`src/rtl/route_arb_pkg.sv`:
```
// Shared constants and helpers for the route arbiter.
// No logic; referenced by the interface, the per-direction slice and the top.
// Direction code 0 means "no direction" and never reaches arbitration.
package route_arb_pkg;

  localparam int DIR_NONE   = 0;
  localparam int NUM_IN_DEF = 3;
  localparam int DIR_W_DEF  = 2;
  localparam int AGE_W_DEF  = 3;

  // Number of real output directions for a given direction-code width.
  function automatic int num_dir(input int dir_w);
    return (1 << dir_w) - 1;
  endfunction

endpackage

```
`src/rtl/route_arbiter_if.sv`:
```
// Request/grant bundle between requesting inputs and the route arbiter.
// Pure wiring, no latency.
// out_ready carries per-direction backpressure into the arbiter.
interface route_arbiter_if
  import route_arb_pkg::*;
#(
  parameter int NUM_IN = NUM_IN_DEF,
  parameter int DIR_W  = DIR_W_DEF
);
  localparam int NUM_DIR = num_dir(DIR_W);

  logic                    enable;
  logic [NUM_IN-1:0]       req_valid;
  logic [NUM_IN*DIR_W-1:0] req_dir;
  logic [NUM_IN-1:0]       req_last;
  logic [NUM_DIR-1:0]      out_ready;
  logic [NUM_IN-1:0]       grant;
  logic [NUM_IN-1:0]       fail;
  logic [NUM_DIR-1:0]      lock_busy;

  modport master (
    output enable, req_valid, req_dir, req_last, out_ready,
    input  grant, fail, lock_busy
  );

  modport slave (
    input  enable, req_valid, req_dir, req_last, out_ready,
    output grant, fail, lock_busy
  );

endinterface

```
`src/rtl/route_arb_dir.sv`:
```
// One output direction: candidate select (lock, then age, then round-robin), packet lock, rr pointer.
// Grant/fail are combinational from the requests; lock and pointer update on the next edge.
// out_ready low stalls the direction: no grant, no fail, no state change.
module route_arb_dir
  import route_arb_pkg::*;
#(
  parameter int NUM_IN   = NUM_IN_DEF,
  parameter int DIR_W    = DIR_W_DEF,
  parameter int AGE_W    = AGE_W_DEF,
  parameter int DIR_CODE = 1
) (
  input  logic                    clk,
  input  logic                    rst,
  input  logic                    enable,
  input  logic [NUM_IN-1:0]       req_valid,
  input  logic [NUM_IN*DIR_W-1:0] req_dir,
  input  logic [NUM_IN-1:0]       req_last,
  input  logic [NUM_IN*AGE_W-1:0] age,
  input  logic                    out_ready,
  output logic [NUM_IN-1:0]       grant,
  output logic [NUM_IN-1:0]       fail,
  output logic                    lock_busy
);

  localparam int IDX_W = $clog2(NUM_IN);
  localparam logic [DIR_W-1:0] CODE = DIR_W'(DIR_CODE);

  logic              lock_vld_q, lock_vld_d;
  logic [IDX_W-1:0]  lock_own_q, lock_own_d;
  logic [IDX_W-1:0]  rr_ptr_q, rr_ptr_d;

  logic [NUM_IN-1:0] cand;
  logic [NUM_IN-1:0] win_oh;
  logic              win_vld;
  logic [IDX_W-1:0]  win_idx;
  logic [AGE_W-1:0]  best_age;
  logic [IDX_W:0]    sum;
  logic [IDX_W-1:0]  idx;
  logic              active;

  // Inputs whose current flit targets this direction.
  always_comb begin
    cand = '0;
    for (int i = 0; i < NUM_IN; i++) begin
      cand[i] = req_valid[i] && (req_dir[i*DIR_W +: DIR_W] == CODE) && (DIR_CODE != DIR_NONE);
    end
  end

  // Winner: the lock owner if locked, else oldest candidate, ties to first at/after rr_ptr.
  always_comb begin
    win_vld  = 1'b0;
    win_idx  = '0;
    best_age = '0;
    sum      = '0;
    idx      = '0;
    if (lock_vld_q) begin
      win_idx = lock_own_q;
      win_vld = cand[lock_own_q];
    end else begin
      for (int k = 0; k < NUM_IN; k++) begin
        sum = {1'b0, rr_ptr_q} + (IDX_W+1)'(k);
        if (sum >= (IDX_W+1)'(NUM_IN)) begin
          sum = sum - (IDX_W+1)'(NUM_IN);
        end
        idx = sum[IDX_W-1:0];
        // Strictly-greater keeps the earliest index in cyclic order on a tie.
        if (cand[idx] && (!win_vld || (age[idx*AGE_W +: AGE_W] > best_age))) begin
          win_vld  = 1'b1;
          win_idx  = idx;
          best_age = age[idx*AGE_W +: AGE_W];
        end
      end
    end
  end

  // Grant the winner, fail everyone else aiming here; nothing happens while stalled.
  always_comb begin
    active = enable && !rst && out_ready;
    win_oh = '0;
    win_oh[win_idx] = 1'b1;
    grant  = '0;
    fail   = '0;
    if (active) begin
      grant = win_vld ? win_oh : '0;
      // A locked direction whose owner is absent still fails all other candidates.
      fail  = cand & ~win_oh;
    end
  end

  // Lock follows the granted flit's tail bit; pointer moves past each granted input.
  always_comb begin
    lock_vld_d = lock_vld_q;
    lock_own_d = lock_own_q;
    rr_ptr_d   = rr_ptr_q;
    if (|grant) begin
      lock_vld_d = !req_last[win_idx];
      lock_own_d = win_idx;
      rr_ptr_d   = (win_idx == IDX_W'(NUM_IN - 1)) ? '0 : win_idx + IDX_W'(1);
    end
  end

  // Direction state register.
  always_ff @(posedge clk) begin
    if (rst) begin
      lock_vld_q <= 1'b0;
      lock_own_q <= '0;
      rr_ptr_q   <= '0;
    end else begin
      lock_vld_q <= lock_vld_d;
      lock_own_q <= lock_own_d;
      rr_ptr_q   <= rr_ptr_d;
    end
  end

  assign lock_busy = lock_vld_q;

endmodule

```
`src/rtl/route_arbiter.sv`:
```
// Multi-input to multi-direction flit arbiter with packet locking and age-based fairness.
// Grant/fail combinational in the request cycle; ages, locks and pointers update next edge.
// Per-direction out_ready stalls only that direction; inputs hold their flit until granted.
module route_arbiter
  import route_arb_pkg::*;
#(
  parameter int NUM_IN = NUM_IN_DEF,
  parameter int DIR_W  = DIR_W_DEF,
  parameter int AGE_W  = AGE_W_DEF
) (
  input  logic            clk,
  input  logic            rst,
  route_arbiter_if.slave  bus
);

  localparam int NUM_DIR = num_dir(DIR_W);

  logic [NUM_DIR-1:0][NUM_IN-1:0] dir_grant;
  logic [NUM_DIR-1:0][NUM_IN-1:0] dir_fail;
  logic [NUM_DIR-1:0]             lock_vec;
  logic [NUM_IN-1:0]              grant_all;
  logic [NUM_IN-1:0]              fail_all;
  logic [NUM_IN-1:0][AGE_W-1:0]   age_q, age_d;

  for (genvar d = 0; d < NUM_DIR; d++) begin : g_dir
    route_arb_dir #(
      .NUM_IN   (NUM_IN),
      .DIR_W    (DIR_W),
      .AGE_W    (AGE_W),
      .DIR_CODE (d + 1)
    ) u_dir (
      .clk       (clk),
      .rst       (rst),
      .enable    (bus.enable),
      .req_valid (bus.req_valid),
      .req_dir   (bus.req_dir),
      .req_last  (bus.req_last),
      .age       (age_q),
      .out_ready (bus.out_ready[d]),
      .grant     (dir_grant[d]),
      .fail      (dir_fail[d]),
      .lock_busy (lock_vec[d])
    );
  end

  // Each input targets one direction, so OR-merging the slices cannot collide.
  always_comb begin
    grant_all = '0;
    fail_all  = '0;
    for (int d = 0; d < NUM_DIR; d++) begin
      grant_all = grant_all | dir_grant[d];
      fail_all  = fail_all  | dir_fail[d];
    end
  end

  // Age climbs (saturating) on each loss and resets on a win.
  always_comb begin
    age_d = age_q;
    for (int i = 0; i < NUM_IN; i++) begin
      if (grant_all[i]) begin
        age_d[i] = '0;
      end else if (fail_all[i] && (age_q[i] != '1)) begin
        age_d[i] = age_q[i] + AGE_W'(1);
      end
    end
  end

  // Age register.
  always_ff @(posedge clk) begin
    if (rst) begin
      age_q <= '0;
    end else begin
      age_q <= age_d;
    end
  end

  assign bus.grant     = grant_all;
  assign bus.fail      = fail_all;
  assign bus.lock_busy = lock_vec;

endmodule

```
`src/flat_wrapper.sv`:
```
// flat-port wrapper written by rule: the top's interface ports become plain ports
module route_arbiter_flat import route_arb_pkg::*;
#(
  parameter int NUM_IN = NUM_IN_DEF,
  parameter int DIR_W  = DIR_W_DEF,
  parameter int AGE_W  = AGE_W_DEF
)
  (clk, rst, bus_enable, bus_req_valid, bus_req_dir, bus_req_last, bus_out_ready, bus_grant, bus_fail, bus_lock_busy);
  route_arbiter_if #(.NUM_IN(NUM_IN), .DIR_W(DIR_W)) bus_i ();
  input  logic clk;
  input  logic rst;
  input wire logic [$bits(bus_i.enable)-1:0] bus_enable;
  input wire logic [$bits(bus_i.req_valid)-1:0] bus_req_valid;
  input wire logic [$bits(bus_i.req_dir)-1:0] bus_req_dir;
  input wire logic [$bits(bus_i.req_last)-1:0] bus_req_last;
  input wire logic [$bits(bus_i.out_ready)-1:0] bus_out_ready;
  output wire logic [$bits(bus_i.grant)-1:0] bus_grant;
  output wire logic [$bits(bus_i.fail)-1:0] bus_fail;
  output wire logic [$bits(bus_i.lock_busy)-1:0] bus_lock_busy;
  assign bus_i.enable = bus_enable;
  assign bus_i.req_valid = bus_req_valid;
  assign bus_i.req_dir = bus_req_dir;
  assign bus_i.req_last = bus_req_last;
  assign bus_i.out_ready = bus_out_ready;
  assign bus_grant = bus_i.grant;
  assign bus_fail = bus_i.fail;
  assign bus_lock_busy = bus_i.lock_busy;
  route_arbiter #(.NUM_IN(NUM_IN), .DIR_W(DIR_W), .AGE_W(AGE_W)) u_core (.clk(clk), .rst(rst), .bus(bus_i));
endmodule
```
`config.mk`:
```
export PLATFORM = sky130hd
export DESIGN_NAME = route_arbiter_flat
export DESIGN_NICKNAME = d
export VERILOG_FILES = /design/src/rtl/route_arb_pkg.sv /design/src/rtl/route_arbiter_if.sv /design/src/rtl/route_arb_dir.sv /design/src/rtl/route_arbiter.sv /design/src/flat_wrapper.sv
export SDC_FILE = /design/constraint.sdc
export NUM_CORES = 1
export LEC_CHECK = 0
export CORE_MARGIN = 10
export CORE_UTILIZATION = 55
export DETAILED_ROUTE_END_ITERATION = 7
export DONT_BUFFER_PORTS = 1
export MAX_ROUTING_LAYER = met4
export PLACE_DENSITY_LB_ADDON = 0.3
export SLEW_MARGIN = 0
export SYNTH_ARGS = -nofsm -noshare
export SYNTH_HDL_FRONTEND = slang
export SYNTH_SLANG_ARGS = --single-unit
```
`constraint.sdc`:
```
create_clock -name clk -period 10.85 [get_ports clk]
set_clock_uncertainty 0.1 [all_clocks]
set_input_delay 2.7125 -clock clk [delete_from_list [all_inputs] [get_ports clk]]
set_output_delay 2.7125 -clock clk [all_outputs]
set_load 0.05 [all_outputs]
```
==> impl_metrics.py, run 1 <==
metrics = {
    "global_route": {
        "grt_max_degree": 24,
        "met3_usage_pct": 4.152,
        "track_usage_pct": 20.78,
        "grt_overflow": 0,
        "grt_pass1_wl_um": 17280,
        "antenna_found_initial": 0,
        "first_global_vias": 3570,
        "busiest_layer": "met2",
        "grt_use_met2_pct": 32.01,
        "use_met1_pct": 26.61,
    },
    "clocking": {
        "cts_hold_buf": 0,
        "ctsRootBufferMaster": "clkbuf_8",
        "numCtsBuffers": 3,
        "cts_sinks": 24,
        "path_clk_slew_ns": 0.08,
        "ctsResizeCount": 0,
        "cts_buffer_depth": 2,
        "htree_num_levels": 1,
        "post_cts_buffers": 0,
        "worstSkewPairLatency_ns": 0.27,
        "cts_tree": "done",
    },
    "run_status": {
        "status": "completed",
    },
    "floorplan": {
        "rows": 29,
        "initial_utilization_pct": 57.16,
        "ios": 27,
        "dieHeight_um": 101.7,
        "fp.dieW_um": 101.7,
        "die_area_um2": 10340,
        "core_region_area_um2": 6422,
    },
    "timing": {
        "setup_ws_ns": 0.7227,
        "hold_viol": 0,
        "tightest_slew_ns": 1.162,
        "fin_tns_setup_ns": 0,
        "slew_headroom_pct": 22.16,
        "fmax_mhz": 98.74,
        "drv_slew": 0,
        "fin_crit_ns": 10.13,
        "finalSetupViolCount": 0,
        "fin_crit_sh_pct": 93.34,
        "rsz0062_at_grt": "false",
    },
    "synth": {
        "netlist.area_leader.share_pct": 13.09,
        "synth_cells": 510,
        "async_flop_share_pct": 0,
        "synth_ff_type": "dfxtp_1",
        "synth_nets": 560,
        "yosysUniqueCellTypes": 75,
        "yosys-top-cells-area": "dfxtp_1 13%, ha_1 11%, a21oi_1 7.8%, mux2i_1 6.5%, nand2_1 6.0%",
        "synth_top_cell_by_area": "dfxtp_1",
        "yosysSeqAreaShare_pct": 13.09,
        "synth_edf_count": 0,
        "avgSynthCellArea_um2": 7.198,
        "syn_area_um2": 3671,
        "synth-seq-cells": 24,
        "ys.warnings.count": 0,
    },
    "drt": {
        "vias": 3870,
        "antenna_left": 0,
        "drc": 0,
        "drt-total-wl_um": 10740,
        "vias_per_cell": 6.898,
        "drt_iter0_markers": 284,
        "post_drt_wl_per_cell_um": 19.15,
        "drtPass1Iterations": 5,
    },
    "critical_path": {
        "worst_setup_path_start_kind": "input port",
        "cp.arrival_ns": 7.31,
        "worst_ep_required_time_ns": 8.04,
        "worst_setup_path_end_kind": "output pin",
        "worstSetupPathType": "input port to output pin",
        "path_max_fanout": 8,
    },
    "placement": {
        "dp_slack_ns": 0.7926,
        "placed_area_um2": 3632,
        "io_buffers": 0,
        "dp_hpwl_um": 8026,
        "place.gp.congestion": 0.9060,
    },
    "layout": {
        "fin_area_um2": 3704,
        "n_antenna_cell": 0,
        "fillerInstances": 605,
        "nets": 535,
        "area_growth_pct": 0.8861,
        "drive_gt1_share_pct": 6.818,
    },
    "flow_run": {
        "maxCapViolations": 0,
    },
    "power": {
        "power_leakage_nw": 1.357,
        "power_density_nw_per_um2": 63.85,
        "peakVddDrop_uv": 87.85,
    },
    "worst_hold_path": {
        "hp-class": "flop to flop",
    },
}
stage by stage:
stage                     power, mW  std cells  hold WS, ns  util [%]
after floorplan              0.1488        510       0.3530         -
after global placement       0.1558        557       0.3653     56.56
after detailed placement     0.1571        557       0.3731     56.56
after CTS                    0.2352        561       0.3852     57.67
after global routing         0.2459        561       0.4021     57.67
final                        0.2365        561       0.3810     57.67
sequential cells by signal, indices dropped and copies added, names as in the netlist:
signal / flops
u_core.g_dir.u_dir.lock_busy: 3
u_core.g_dir.u_dir.lock_own_q: 6
u_core.g_dir.u_dir.rr_ptr_q: 6
u_core.age_q: 9
cell type report:
type	count	area, um^2	area share [%]
well taps	77	96.34	2.601
repair buffers	2	15.01	0.4054
inverters	24	90.09	2.432
multi-input cells	430	2950	79.66
clock inverters	1	30.03	0.8108
flip-flops and latches	24	480.5	12.97
clock buffers	3	41.29	1.115
worst paths after layout:
check / startpoint / slack [ns] / end / cells past startpoint
hold / removal: u_core.g_dir[1].u_dir.lock_own_q[1] / 0.38 / u_core.g_dir[1].u_dir.lock_own_q[1] / 2
hold reg to reg: u_core.g_dir[1].u_dir.lock_own_q[1] / 0.38 / u_core.g_dir[1].u_dir.lock_own_q[1] / 2
setup / recovery: bus_req_dir[3] / 0.72 / bus_grant[1] / 18
setup reg to reg: u_core.g_dir[1].u_dir.rr_ptr_q[0] / 4.70 / u_core.age_q[3] / 22
synthesized netlist by cell type (all sizes together), types with 3 or more instances:
library cell / number
a211o: 7
a211oi: 9
a21oi: 57
a31oi: 7
a32oi: 4
and2: 5
and3: 4
and3b: 4
buf: 13
clkbuf: 19
dfxtp: 24
ha: 32
inv: 24
mux2: 6
mux2i: 24
nand2: 59
nand2b: 3
nand3: 14
nand3b: 8
nand4: 7
nand4b: 4
nor2: 38
nor2b: 15
nor3: 10
o211ai: 7
o21a: 5
o21ai: 49
o221ai: 3
o22ai: 3
o32ai: 3
or3: 4
cells by family (layout without fill, tap and decap cells):
logic type / Yosys count / count (layout) / synth area share (%)
compound gates: 184 / 184 / 34.87
xor+xnor: 1 / 1 / 0.2386
fa+ha+maj: 33 / 33 / 11.18
buf+inv: 56 / 30 / 6.544
flops: 24 / 24 / 13.09
mux: 30 / 30 / 8.589
simple gates: 182 / 182 / 25.49
cells in the final DEF, fill, tap and decap left out, types with 14 or more instances in the layout:
master	count
nor2b_1	15
inv_1	24
nand2_1	59
nor2_1	38
nand3_1	14
dfxtp_1	24
a21oi_1	57
o21ai_0	42
mux2i_1	24
ha_1	32
worst max-delay path, cell delays in order:
cell,delay (ns)
nand3b_1,0.24
or3_4,0.39
o311ai_1,0.16
o211ai_1,0.22
ha_1,0.34
nor2b_1,0.14
o31a_1,0.28
o21ai_0,0.42
o21ai_0,0.18
ha_1,0.31
nor2b_1,0.14
o21a_1,0.15
o21ai_0,0.24
a21boi_2,0.26
o221ai_2,0.15
a21oi_1,0.27
nand2b_1,0.16
o211ai_1,0.55
metal layers:
layer | wire length (um) | part of all wire [%]
met2 | 4732 | 44
met5 | 0 | 0
met3 | 1067 | 9.9
met4 | 290 | 2.7
met1 | 4653 | 43
power by group:
group / leakage, nW / switching [mW] / internal, mW
Combinational: 1.13 / 0.0386 / 0.0238
Sequential: 0.194 / 0.00489 / 0.0894
Clock: 0.0357 / 0.0304 / 0.0494
Total: 1.36 / 0.0739 / 0.163
Power figures use the tool's default switching activity.
==> run 2, diff against run 1 <==
--- a/config.mk
+++ b/config.mk
@@ -5,6 +5,7 @@
 export SDC_FILE = /design/constraint.sdc
 export NUM_CORES = 1
 export LEC_CHECK = 0
+export CAP_MARGIN = 20
 export CORE_MARGIN = 10
 export CORE_UTILIZATION = 55
 export DETAILED_ROUTE_END_ITERATION = 7
==> impl_metrics.py, run 2 (same netlist as run 1, synthesis figures left out) <==
metrics = {
    "critical_path": {
        "crit_top_cell": "o21ai_0",
        "path_buf_inv": 0,
        "reg2reg_slack_ns": 4.98,
        "worst_setup_path_end_kind": "output pin",
        "critPathTopFamily": "compound AO/OA/AOI/OAI gates",
        "reg2reg_to": "u_core.age_q[3]",
        "cp_cell_sequence": "nand3b_1 -> or3_4 -> o311ai_1 -> o211ai_1 -> ha_1 -> nor2b_1 -> o31a_1 -> o21ai_0 -> o21ai_0 -> ha_1 -> nor2b_1 -> o21a_1 -> o21ai_0 -> o21ai_2 -> a31oi_1 -> o2bb2ai_4 -> nand3b_1 -> nand2_1",
        "worstSetupPathType": "input port to output pin",
        "cp.arrival_ns": 7.19,
        "ff2ff_path_depth": 24,
        "max_stage_delay_ns": 0.43,
        "r2r-start": "u_core.g_dir[1].u_dir.rr_ptr_q[0]",
        "crit_slowest_cell": "nand2_1",
        "path_max_fanout": 8,
        "worst_ep_required_time_ns": 8.04,
        "worst_setup_path_start_kind": "input port",
    },
    "layout": {
        "nets": 537,
        "final_common_cell": "nand2_1",
        "layout_common_cells": "59 x nand2_1, 57 x a21oi_1, 42 x o21ai_0",
        "largest_reg_flops": 9,
        "reg_top3": "u_core.age_q (9), u_core.g_dir.u_dir.lock_own_q (6), u_core.g_dir.u_dir.rr_ptr_q (6)",
        "n_antenna_cell": 0,
        "drive_gt1_share_pct": 6.996,
        "area_growth_pct": 1.193,
        "largest_register": "u_core.age_q",
    },
    "power": {
        "switching_share_pct": 31.16,
        "peakVddDrop_uv": 87.78,
        "p_clk_share_pct": 33.6,
        "power_switching_mw": 0.07364,
        "seq_power_share_pct": 39.9,
        "power_density_nw_per_um2": 63.61,
        "combPwrFrac_pct": 26.5,
        "power_leakage_nw": 1.364,
        "intPower_mw": 0.1627,
    },
    "placement": {
        "dp_hpwl_um": 8026,
        "dp_slack_ns": 0.7926,
        "place.gp.congestion": 0.9060,
        "io_buffers": 0,
    },
    "drt": {
        "drt-total-wl_um": 10730,
        "vias": 3835,
        "drc": 0,
        "antenna_left": 0,
        "vias_per_cell": 6.812,
        "drt_iter0_markers": 272,
        "drtPass1Iterations": 5,
        "post_drt_wl_per_cell_um": 19.06,
    },
    "clocking": {
        "post_cts_buffers": 0,
        "cts_buffer_depth": 2,
        "worstSkewPairLatency_ns": 0.27,
        "htree_num_levels": 1,
        "cts_tree": "done",
        "cts_sinks": 24,
        "ctsResizeCount": 0,
        "numCtsBuffers": 3,
        "cts_hold_buf": 0,
        "ctsRootBufferMaster": "clkbuf_8",
        "path_clk_slew_ns": 0.08,
    },
    "global_route": {
        "antenna_found_initial": 0,
        "grt_max_degree": 24,
        "track_usage_pct": 20.78,
        "grt_pass1_wl_um": 17280,
        "first_global_vias": 3570,
        "grt_overflow": 0,
    },
    "floorplan": {
        "rows": 29,
        "ios": 27,
        "fp.dieW_um": 101.7,
        "dieHeight_um": 101.7,
        "core_region_area_um2": 6422,
        "initial_utilization_pct": 57.16,
        "die_area_um2": 10340,
    },
    "worst_hold_path": {
        "hp-start": "u_core.g_dir[1].u_dir.lock_own_q[1]",
        "worst_hold_path.endpoint": "u_core.g_dir[1].u_dir.lock_own_q[1]",
        "hp-class": "flop to flop",
        "hold_depth": 2,
    },
    "timing": {
        "slew_headroom_pct": 44.88,
        "hold_viol": 0,
        "fin_hold_ws_ns": 0.3835,
        "rsz0062_at_grt": "false",
        "fmax_mhz": 100.0,
        "drv_slew": 0,
        "finalSetupViolCount": 0,
        "fin_tns_setup_ns": 0,
        "fin_crit_ns": 10.00,
        "fin_crit_sh_pct": 92.16,
        "tightest_slew_ns": 0.8256,
        "setup_ws_ns": 0.8502,
    },
    "flow_run": {
        "maxCapViolations": 0,
    },
    "run_status": {
        "status": "completed",
    },
}
-- run 2: cell types whose count changed in the layout (fill, tap and decap cells not counted) --
| cell | delta |
|---|---|
| buf_4 | +1 |
| clkbuf_1 | +1 |
-- run 2: cell type report --
| cell class | count | area, um^2 |
|---|---|---|
| multi-input combinational | 430 | 2950 |
| fill | 604 | 2708 |
| sequential | 24 | 480.5 |
| tap | 77 | 96.34 |
| inverter | 24 | 90.09 |
| clock buffer | 3 | 41.29 |
| clock inverter | 1 | 30.03 |
| timing repair buffer | 4 | 26.28 |
-- run 2: how the worst max path moves through the flow --
stage                              start      endpoint  slack [ns]  depth (start not counted)
after floorplan           bus_req_dir[3]   bus_fail[0]        0.55                         19
after global placement    bus_req_dir[3]  bus_grant[1]        0.89                         18
after detailed placement  bus_req_dir[3]  bus_grant[1]        0.79                         18
after CTS                 bus_req_dir[3]  bus_grant[1]        0.77                         18
after global routing      bus_req_dir[3]  bus_grant[2]        0.52                         18
final                     bus_req_dir[3]  bus_grant[2]        0.85                         18
-- run 2: metrics by stage --
| stage | utilization (%) | total power, mW | cell area, um^2 | cells |
|---|---|---|---|---|
| after floorplan | - | 0.1488 | 3671 | 510 |
| after global placement | 56.56 | 0.1558 | 3632 | 557 |
| after detailed placement | 56.56 | 0.1571 | 3632 | 557 |
| after CTS | 57.67 | 0.2352 | 3704 | 561 |
| after global routing | 57.84 | 0.2460 | 3715 | 563 |
| final | 57.84 | 0.2363 | 3715 | 563 |
-- run 2: power by group through the flow --
| stage | Combinational, mW | Clock, mW | Sequential, mW |
|---|---|---|---|
| after detailed placement | 0.0607 | 0 | 0.0963 |
| final | 0.0626 | 0.0794 | 0.0943 |
| after floorplan | 0.0563 | 0 | 0.0925 |
| after global placement | 0.0596 | 0 | 0.0961 |
| after CTS | 0.0611 | 0.0799 | 0.0942 |
| after global routing | 0.0682 | 0.0832 | 0.0947 |
-- run 2: layer usage --
layer | part of all wire (%) | track usage, %
met4 | 2.4 | 6.491
met1 | 45 | 26.61
met5 | 0 | -
met3 | 9.4 | 4.152
met2 | 44 | 32.01
-- run 2: worst min-delay path, cell delays in order (launching register included) --
cell	delay (ns)
dfxtp_1	0.34
nand2_1	0.06
a21oi_1	0.05
==> run 3, diff against run 2 <==
--- a/config.mk
+++ b/config.mk
@@ -10,6 +10,7 @@
 export CORE_UTILIZATION = 55
 export DETAILED_ROUTE_END_ITERATION = 7
 export DONT_BUFFER_PORTS = 1
+export HOLD_SLACK_MARGIN = 0.02
 export MAX_ROUTING_LAYER = met4
 export PLACE_DENSITY_LB_ADDON = 0.3
 export SLEW_MARGIN = 0
==> results of run 3 <==
No change in the layout: final DEF, timing and power equal those of run 2.
